===== config.mk =====
export PLATFORM = sky130hd
export DESIGN_NAME = mem_arbiter
export DESIGN_NICKNAME = d
export VERILOG_FILES = /design/src/rtl/mem_arb_pkg.sv /design/src/rtl/mem_arb_mux.sv /design/src/rtl/mem_arbiter.sv
export SDC_FILE = /design/constraint.sdc
export NUM_CORES = 1
export LEC_CHECK = 0
export ABC_CLOCK_PERIOD_IN_PS = 6200
export CAP_MARGIN = 10
export CORE_AREA = 2 2 359 361
export CTS_CLUSTER_SIZE = 24
export DETAILED_ROUTE_END_ITERATION = 6
export DIE_AREA = 0 0 361 363
export DONT_BUFFER_PORTS = 1
export PLACE_DENSITY_LB_ADDON = 0.2
export SYNTH_ARGS = -nofsm -noshare
export SYNTH_HDL_FRONTEND = slang
export SYNTH_SLANG_ARGS = --single-unit

===== constraint.sdc =====
create_clock -name clk -period 6.2 [get_ports clk]
set_clock_uncertainty 0.05 [all_clocks]
set_input_delay 0.62 -clock clk [delete_from_list [all_inputs] [get_ports clk]]
set_output_delay 0.62 -clock clk [all_outputs]
set_load 0.05 [all_outputs]

===== src/rtl/mem_arb_pkg.sv =====
// Shared types and line-transfer constants for the icache/dcache memory arbiter.
package mem_arb_pkg;

    localparam int unsigned MEM_DATA_BITS = 128;
    localparam int unsigned MEM_ADDR_BITS = 28;
    localparam int unsigned BEATS         = 4;
    localparam int unsigned BEAT_CNT_W    = $clog2(BEATS) + 1;

    typedef enum logic [1:0] {
        IDLE,
        REQ,
        RD,
        WR
    } arb_state_t;

    typedef enum logic {
        OWN_IC,
        OWN_DC
    } arb_owner_t;

endpackage


===== src/rtl/mem_arb_mux.sv =====
// Owner-select mux for the address and write-data channels of the two cache clients.
module mem_arb_mux
    import mem_arb_pkg::*;
(
    input  arb_owner_t                 owner,
    input  logic                       ic_req_valid,
    input  logic [MEM_ADDR_BITS-1:0]   ic_req_addr,
    input  logic                       ic_req_rw,
    input  logic                       ic_req_data_valid,
    input  logic [MEM_DATA_BITS-1:0]   ic_req_data_bits,
    input  logic [MEM_DATA_BITS/8-1:0] ic_req_data_mask,
    input  logic                       dc_req_valid,
    input  logic [MEM_ADDR_BITS-1:0]   dc_req_addr,
    input  logic                       dc_req_rw,
    input  logic                       dc_req_data_valid,
    input  logic [MEM_DATA_BITS-1:0]   dc_req_data_bits,
    input  logic [MEM_DATA_BITS/8-1:0] dc_req_data_mask,
    output logic                       sel_valid,
    output logic [MEM_ADDR_BITS-1:0]   sel_addr,
    output logic                       sel_rw,
    output logic                       sel_data_valid,
    output logic [MEM_DATA_BITS-1:0]   sel_data_bits,
    output logic [MEM_DATA_BITS/8-1:0] sel_data_mask
);

    always_comb begin
        if (owner == OWN_DC) begin
            sel_valid      = dc_req_valid;
            sel_addr       = dc_req_addr;
            sel_rw         = dc_req_rw;
            sel_data_valid = dc_req_data_valid;
            sel_data_bits  = dc_req_data_bits;
            sel_data_mask  = dc_req_data_mask;
        end else begin
            sel_valid      = ic_req_valid;
            sel_addr       = ic_req_addr;
            sel_rw         = ic_req_rw;
            sel_data_valid = ic_req_data_valid;
            sel_data_bits  = ic_req_data_bits;
            sel_data_mask  = ic_req_data_mask;
        end
    end

endmodule


===== src/rtl/mem_arbiter.sv =====
// Merges icache and dcache line transfers onto one DRAM port; one owner per transaction.
// Define ARB_ROUND_ROBIN_EN to alternate grants on collisions (default: DC beats IC).
module mem_arbiter
    import mem_arb_pkg::*;
(
    input  logic                       clk,
    input  logic                       reset_n,
    input  logic                       ic_req_valid,
    output logic                       ic_req_ready,
    input  logic [MEM_ADDR_BITS-1:0]   ic_req_addr,
    input  logic                       ic_req_rw,
    input  logic                       ic_req_data_valid,
    output logic                       ic_req_data_ready,
    input  logic [MEM_DATA_BITS-1:0]   ic_req_data_bits,
    input  logic [MEM_DATA_BITS/8-1:0] ic_req_data_mask,
    output logic                       ic_resp_valid,
    output logic [MEM_DATA_BITS-1:0]   ic_resp_data,
    input  logic                       dc_req_valid,
    output logic                       dc_req_ready,
    input  logic [MEM_ADDR_BITS-1:0]   dc_req_addr,
    input  logic                       dc_req_rw,
    input  logic                       dc_req_data_valid,
    output logic                       dc_req_data_ready,
    input  logic [MEM_DATA_BITS-1:0]   dc_req_data_bits,
    input  logic [MEM_DATA_BITS/8-1:0] dc_req_data_mask,
    output logic                       dc_resp_valid,
    output logic [MEM_DATA_BITS-1:0]   dc_resp_data,
    output logic                       mem_req_valid,
    input  logic                       mem_req_ready,
    output logic [MEM_ADDR_BITS-1:0]   mem_req_addr,
    output logic                       mem_req_rw,
    output logic                       mem_req_data_valid,
    input  logic                       mem_req_data_ready,
    output logic [MEM_DATA_BITS-1:0]   mem_req_data_bits,
    output logic [MEM_DATA_BITS/8-1:0] mem_req_data_mask,
    input  logic                       mem_resp_valid,
    input  logic [MEM_DATA_BITS-1:0]   mem_resp_data
);

    localparam logic [BEAT_CNT_W-1:0] CNT_FULL = BEAT_CNT_W'(BEATS);
    localparam logic [BEAT_CNT_W-1:0] CNT_LAST = BEAT_CNT_W'(BEATS - 1);

    arb_state_t state, state_next;
    arb_owner_t owner, owner_next, grant;
    logic [BEAT_CNT_W-1:0] beat_cnt, beat_cnt_next;
    logic addr_done, addr_done_next;
`ifdef ARB_ROUND_ROBIN_EN
    arb_owner_t rr_last, rr_last_next;
`endif

    logic                       sel_valid;
    logic [MEM_ADDR_BITS-1:0]   sel_addr;
    logic                       sel_rw;
    logic                       sel_data_valid;
    logic [MEM_DATA_BITS-1:0]   sel_data_bits;
    logic [MEM_DATA_BITS/8-1:0] sel_data_mask;

    logic data_pass, data_open, data_fire, addr_fire;
    logic own_req_ready, own_data_ready, own_resp_valid;

    mem_arb_mux u_mux (
        .owner             (owner),
        .ic_req_valid      (ic_req_valid),
        .ic_req_addr       (ic_req_addr),
        .ic_req_rw         (ic_req_rw),
        .ic_req_data_valid (ic_req_data_valid),
        .ic_req_data_bits  (ic_req_data_bits),
        .ic_req_data_mask  (ic_req_data_mask),
        .dc_req_valid      (dc_req_valid),
        .dc_req_addr       (dc_req_addr),
        .dc_req_rw         (dc_req_rw),
        .dc_req_data_valid (dc_req_data_valid),
        .dc_req_data_bits  (dc_req_data_bits),
        .dc_req_data_mask  (dc_req_data_mask),
        .sel_valid         (sel_valid),
        .sel_addr          (sel_addr),
        .sel_rw            (sel_rw),
        .sel_data_valid    (sel_data_valid),
        .sel_data_bits     (sel_data_bits),
        .sel_data_mask     (sel_data_mask)
    );

    always_comb begin
`ifdef ARB_ROUND_ROBIN_EN
        grant = (dc_req_valid && (!ic_req_valid || rr_last == OWN_IC)) ? OWN_DC : OWN_IC;
`else
        grant = dc_req_valid ? OWN_DC : OWN_IC;
`endif
    end

    // Write data may stream while the address is still pending; the counter caps acceptance.
    assign data_pass = (state == WR) || ((state == REQ) && sel_rw);
    assign data_open = data_pass && (beat_cnt < CNT_FULL);
    assign data_fire = data_open && sel_data_valid && mem_req_data_ready;
    assign addr_fire = (state == REQ) && !addr_done && sel_valid && mem_req_ready;

    always_ff @(posedge clk) begin
        if (!reset_n) begin
            state     <= IDLE;
            owner     <= OWN_DC;
            beat_cnt  <= '0;
            addr_done <= 1'b0;
`ifdef ARB_ROUND_ROBIN_EN
            rr_last   <= OWN_IC;
`endif
        end else begin
            state     <= state_next;
            owner     <= owner_next;
            beat_cnt  <= beat_cnt_next;
            addr_done <= addr_done_next;
`ifdef ARB_ROUND_ROBIN_EN
            rr_last   <= rr_last_next;
`endif
        end
    end

    always_comb begin
        state_next         = state;
        owner_next         = owner;
        beat_cnt_next      = beat_cnt;
        addr_done_next     = addr_done;
`ifdef ARB_ROUND_ROBIN_EN
        rr_last_next       = rr_last;
`endif
        mem_req_valid      = 1'b0;
        mem_req_addr       = '0;
        mem_req_rw         = 1'b0;
        mem_req_data_valid = 1'b0;
        mem_req_data_bits  = '0;
        mem_req_data_mask  = '0;
        own_req_ready      = 1'b0;
        own_data_ready     = 1'b0;
        own_resp_valid     = 1'b0;

        if (state != IDLE) begin
            mem_req_addr = sel_addr;
            mem_req_rw   = sel_rw;
        end
        if (data_pass) begin
            mem_req_data_bits = sel_data_bits;
            mem_req_data_mask = sel_data_mask;
        end
        if (data_open) begin
            mem_req_data_valid = sel_data_valid;
            own_data_ready     = mem_req_data_ready;
        end

        case (state)
            IDLE: begin
                if (ic_req_valid || dc_req_valid) begin
                    state_next     = REQ;
                    owner_next     = grant;
                    beat_cnt_next  = '0;
                    addr_done_next = 1'b0;
`ifdef ARB_ROUND_ROBIN_EN
                    rr_last_next   = grant;
`endif
                end
            end
            REQ: begin
                mem_req_valid = sel_valid && !addr_done;
                own_req_ready = mem_req_ready && !addr_done;
                beat_cnt_next = beat_cnt + BEAT_CNT_W'(data_fire);
                if (addr_fire) begin
                    if (!sel_rw) begin
                        state_next = RD;
                    end else if (beat_cnt_next == CNT_FULL) begin
                        state_next    = IDLE;
                        beat_cnt_next = '0;
                    end else begin
                        state_next     = WR;
                        addr_done_next = 1'b1;
                    end
                end
            end
            RD: begin
                own_resp_valid = mem_resp_valid;
                if (mem_resp_valid) begin
                    if (beat_cnt == CNT_LAST) begin
                        state_next    = IDLE;
                        beat_cnt_next = '0;
                    end else begin
                        beat_cnt_next = beat_cnt + 1'b1;
                    end
                end
            end
            WR: begin
                if (data_fire) begin
                    if (beat_cnt == CNT_LAST) begin
                        state_next     = IDLE;
                        beat_cnt_next  = '0;
                        addr_done_next = 1'b0;
                    end else begin
                        beat_cnt_next = beat_cnt + 1'b1;
                    end
                end
            end
            default: state_next = IDLE;
        endcase
    end

    assign ic_req_ready      = own_req_ready  && (owner == OWN_IC);
    assign dc_req_ready      = own_req_ready  && (owner == OWN_DC);
    assign ic_req_data_ready = own_data_ready && (owner == OWN_IC);
    assign dc_req_data_ready = own_data_ready && (owner == OWN_DC);
    assign ic_resp_valid     = own_resp_valid && (owner == OWN_IC);
    assign dc_resp_valid     = own_resp_valid && (owner == OWN_DC);
    assign ic_resp_data      = (state == RD) ? mem_resp_data : '0;
    assign dc_resp_data      = (state == RD) ? mem_resp_data : '0;

endmodule

Word-level counts from Yosys, hierarchy flattened:

Cells that the tools add are included.

* reduce and logical (&&, ||, !) cells: 25
* bitwise gates (word level): 1
* equality and inequality tests: 12
* $add $sub $neg: 2
* $lt $le $gt $ge: 1
* multiplexer cells: 40

Operators with widths (count)
* 128-bit two-way mux: 3
* 28-bit two-way mux: 2
* 16-bit two-way mux: 2
* 3-bit two-way mux: 7
* 1-bit two-way mux: 16
* 1-bit logical AND: 15
* 2-bit two-way mux: 7
* 2-bit != test (second input constant): 6
* 3-bit one-hot mux with 4 select lines: 1
* 2-bit one-hot mux with 4 select lines: 1
* 7-bit AND reduction: 1
* 2-bit equality test (second input constant): 2
* 4-bit AND reduction: 1
* 3-bit by 1-bit adder with 3-bit output: 1
* 3-bit by 1-bit adder with 3-bit output (second input constant): 1
* 3-bit by 2-bit equality test with 1-bit output (second input constant): 1
* 3-bit equality test (second input constant): 1
* 3-bit less-than comparator (second input constant): 1
* 1-bit one-hot mux with 3 select lines: 1
* 3-bit AND reduction: 1
* 3-bit nonzero test: 1
* 2-bit by 1-bit equality test with 1-bit output (second input constant): 1
* 2-bit zero test: 1
* 1-bit logical OR: 2
* 5 further kinds: 5

* word-level logic and storage cells: 85
* output and inout bits: 437
* register bits after elaboration: 7

Depth between registers and ports, before layout:

* depth after elaboration: 12
* mapped depth: 14

Modules after synthesis:

A second synthesis with hierarchy kept.

* cell total of the unflattened synthesis: 728
* area total of the unflattened synthesis: 5768.0 um^2

By module, submodules not included
* mem_arbiter: area each 3603.5 um^2, times used 1, cells each 534
* mem_arb_mux: area each 2164.6 um^2, times used 1, cells each 194

Least setup slack after synthesis:

No wires, ideal clock.

* path type: input port to flip-flop
* from: in dc_req_rw
* to: reg addr_done
* library setup time: 0.072 ns
* required time: 6.078 ns
* slack: 3.437 ns
* arrival: 2.641 ns
* stages: 13
* path buffers: 1
* cells stage by stage: mux2_2 -> o21ai_1 -> buf_2 -> nor2_1 -> nand2_1 -> nor2_1 -> ha_1 -> ha_1 -> xor2_1 -> a211oi_1 -> a211oi_1 -> nor3b_1 -> mux2i_1

* longest elaborated chain between the ends: 10
* elaborated cells on any way between the ends: 12
* those cells by class: add/sub: 1; eq/ne: 4; mux: 1; reduce/logical: 6

RTL lines
* start, declared: line mem_arbiter.sv:21 `input logic dc_req_rw,`
* 1-bit two-way mux (*): line mem_arb_mux.sv:27 `if (owner == OWN_DC) begin`
* 1-bit logical AND: line mem_arbiter.sv:92 `assign data_pass = (state == WR) || ((state == REQ) && sel_rw);`
* 1-bit logical OR: line mem_arbiter.sv:92
* 1-bit logical AND: line mem_arbiter.sv:93 `assign data_open = data_pass && (beat_cnt < CNT_FULL);`
* 1-bit logical AND (2 in a row): line mem_arbiter.sv:94 `assign data_fire = data_open && sel_data_valid && mem_req_data_ready;`
* 3-bit by 1-bit adder with 3-bit output: line mem_arbiter.sv:163 `beat_cnt_next = beat_cnt + BEAT_CNT_W'(data_fire);`
* 3-bit equality test: line mem_arbiter.sv:167 `end else if (beat_cnt_next == CNT_FULL) begin`
* 2-bit != test (no source line)
* 7-bit AND reduction (no source line) (*)
* end signal, assigned: line mem_arbiter.sv:110 `addr_done <= addr_done_next;`
* end, declared: line mem_arbiter.sv:46 `logic addr_done, addr_done_next;`

Every way passes the cells marked *; elsewhere a longest branch is shown, timed or not.
A chain may end at the register's enable or synchronous reset.

Worst setup path after layout:

* from: reg state[1]
* to: out dc_resp_data[5]

* longest elaborated chain between the ends: 2

RTL lines
* start, declared: line mem_arbiter.sv:43 `arb_state_t state, state_next;`
* start signal, assigned: line mem_arbiter.sv:107 `state <= state_next;`
* 2-bit equality test: line mem_arbiter.sv:209 `assign dc_resp_data = (state == RD) ? mem_resp_data : '0;`
* 128-bit two-way mux: line mem_arbiter.sv:209
* end, declared: line mem_arbiter.sv:27 `output logic [MEM_DATA_BITS-1:0] dc_resp_data,`

No other way between the ends.

==> summary.md <==
| Metric | Value |
|---|---|
| Hold Buf Count CTS | 0 |
| First-pass GRT wire length | 84.26 mm |
| Psw | 3.929 mW |
| CP required | 5.53 ns |
| Gr usage total | 10.53% |
| Largest net degree at the start of global routing | approximately 110 |
| Dpl hpwl | between 70 and 80 mm |
| Setup crit end kind | primary output |
| Die X | ~360 um |
| Max-slew headroom | about a fifth |
| Fin Setup TNS | 0 ns |
| Fillers | approximately 15000 |
| CTS buffer count | 3 |
| PortBufs | 0 |
| Clock power share | about 2.4% |
| RSZ-0062 raised after global routing | no |
| Power per Cell Area | 666.7 nW/um^2 |
| Switching share of power | 82.07% |
| Setup Viol. Count Final | 0 |
| Max Cap Violations | 0 |
| Layout cells sized above 1 | between 20 and 30% |
| Core Box Area | 127000 sq um |
| Clk Tree Root Cell | clkbuf_16 |
| Slew @ Worst Pin | approximately 1.2 ns |
| YS warnings | 0 |
| H-Tree Depth | 1 |
| CTS tree | built |
| Cell area after synthesis | 5011 sq um |
| Critical Path AT | 3.24 ns |
| Initial antenna violation count | 71 |
| Status | finished clean |
| Sequential share of power | 2.7% |
| Tightest Hold Check Type | reg2reg |
| Top post-synthesis cells by area | mux2i_1 35%, buf_4 19%, and2_1 16%, nor2_1 14%, buf_2 3.9% |
| Die Area | between 100000 and 150000 sq um |
| Commonest cells in the netlist | 186 x nor2_1, 175 x mux2i_1, 130 x buf_4 |
| Footprint of the multi-input gates | 3716 sq um |
| Slew Limit Fails | 0 |
| Post-DRT Antenna Nets | 0 |
| Die height | 363 um |
| Count leader, synth | nor2_1 |
| Std-Cell Rows | 131 |
| Cell-internal power | between 800 and 900 uW |
| Sequential fraction of the synthesis area | under 10% |
| VDD IR max | approximately 170 uV |
| Drt total wl | approximately 74 mm |
| Final period util | 63.03% |
| Mean Syn Cell Area | 6.799 sq um |
| Initial Utilization | under 10% |
| Setup crit start kind | register |
| DR DRC count | 0 |
| Post-CTS Setup Inserts | 0 |
| Worst-Skew Late Latency | 0.24 ns |
| Comb pwr share | around 95% |
| Hold Vio Cnt, Final | 0 |
| Longest Clk Path Bufs | 2 |
| Routability congestion estimate | 0.8442 |
| Number of synthesized register bits | 7 |
| Worst Setup Path Type | reg2out |
| DRT iter0 DRCs | 337 |
| Clock transition at path regs | 0.04 ns |
| Setup slack, reg-to-reg | 3.00 ns |
| Asr flop ratio synth | 0% |
| Syn Nets | 1223 |
| Cell taking the most area after synthesis | mux2i_1 |
| Post-route cell area | approximately 7000 sq um |
| Post-synth EDFFs | 0 |
| Nets | around 1200 |
| Post-synth top area share | between 30% and 40% |
| Synth unique cells | 36 |
| Post-synth top flop | dfxtp_1 |
| Leak | roughly 3.3 nW |
| CP max FO | between 40 and 50 |
| GRT Residual Overflow | 0 |
| Via count | 5476 |
| Cells after synthesis | 737 |
| Sequential Area | 143.9 sq um |
| Post-CTS Resized | 0 |
| Wire per inst | 31.25 um |
| CTS sink count | 7 |
| Min Tclk post-route | 3.908 ns |
| DR pass1 iterations | 4 |
| Via density per instance | 2.313 |
| I/O pin cnt | ~900 |
| Vias in the first global route | ~5000 |
| FMAX | between 0.2 and 0.3 GHz |
| DP Area | 7082 sq um |
| Area Overhead vs Synth | 43.30% |
==> registers in the layout, summed over array words and instances (netlist names) <==
signal     count
owner          1
state          2
beat_cnt       3
addr_done      1
==> cell usage in the layout (no fill, tap or decap), drive strengths merged <==
cell,count
nor2,186
mux2i,176
buf,141
and2,128
nand2,11
diode,8
dfxtp,7
a211oi,4
a21oi,4
clkbuf,4
nand2b,3
and3,3
nor3,3
inv,3
ha,3
nor2b,3
a21boi,3
nor4,2
o21ai,2
mux2,1
xor2,1
nand3,1
nand4b,1
o221ai,1
o22ai,1
nor3b,1
a32oi,1
a311oi,1
a31oi,1
o221a,1
a221o,1
==> final timing paths <==
kind / cells past startpoint / to / startpoint
hold / removal: 2 / addr_done$_SDFFE_PN0P_ / addr_done$_SDFFE_PN0P_
setup / recovery: 4 / dc_resp_data[5] / state[1]$_SDFFE_PN0P_
hold reg to reg: 2 / addr_done$_SDFFE_PN0P_ / addr_done$_SDFFE_PN0P_
setup reg to reg: 12 / addr_done$_SDFFE_PN0P_ / owner$_SDFFE_PN1P_
==> cell families after synthesis <==
family	share of synthesized area (%)
AO/OA/AOI/OAI	3.271
flip-flops	2.796
multiplexers	35.46
buffers and inverters	24.72
AND/OR/NAND/NOR	32.83
XOR/XNOR	0.1748
adder cells (fa/ha/maj)	0.7491
==> power groups by stage <==
stage                     clock (mW)  sequential [mW]  combinational, mW
after CTS                      0.116            0.128               4.66
final                          0.114            0.128               4.55
after detailed placement           0            0.129               4.66
after global routing           0.119            0.135               4.74
after global placement             0            0.130               4.65
after floorplan                    0           0.0730               3.69
==> through the flow <==
| step | total power [mW] | util (%) | cells | worst slack [ns] | hold WS (ns) |
|---|---|---|---|---|---|
| 6_report | 4.787 | 5.653 | 2368 | 2.292 | 0.4456 |
| 5_1_grt | 4.995 | 5.651 | 2367 | 1.961 | 0.4741 |
| 4_1_cts | 4.907 | 5.637 | 2360 | 2.042 | 0.4501 |
| 3_5_place_dp | 4.790 | 5.575 | 2356 | 2.294 | 0.4490 |
| 3_3_place_gp | 4.775 | 5.575 | 2356 | 2.428 | 0.4516 |
| 2_1_floorplan | 3.763 | - | 737 | 3.437 | 0.4122 |
==> layer usage <==
metal / track usage, % / wire [um]
met1: 13.27 / 31030
met2: 17.76 / 34420
met3: 3.337 / 6581
met4: 1.600 / 1873
met5: 0 / 102
==> worst max-delay path, cell delays in order (launching register included) <==
cell and delay, ns:
dfxtp_1 0.67, nor2b_4 0.77, buf_4 0.52, and2_1 0.65, buf_4 0.33
==> final cells by class <==
| cell class | instances | area share (%) |
|---|---|---|
| Antenna cell | 8 | 0.2788 |
| Clock buffer | 4 | 1.098 |
| Inverter | 3 | 0.1568 |
| Multi-Input combinational cell | 543 | 51.75 |
| Sequential cell | 7 | 2.004 |
| Tap cell | 1662 | 28.96 |
| Timing Repair Buffer | 141 | 15.75 |
(Power assumes the default switching activity.)
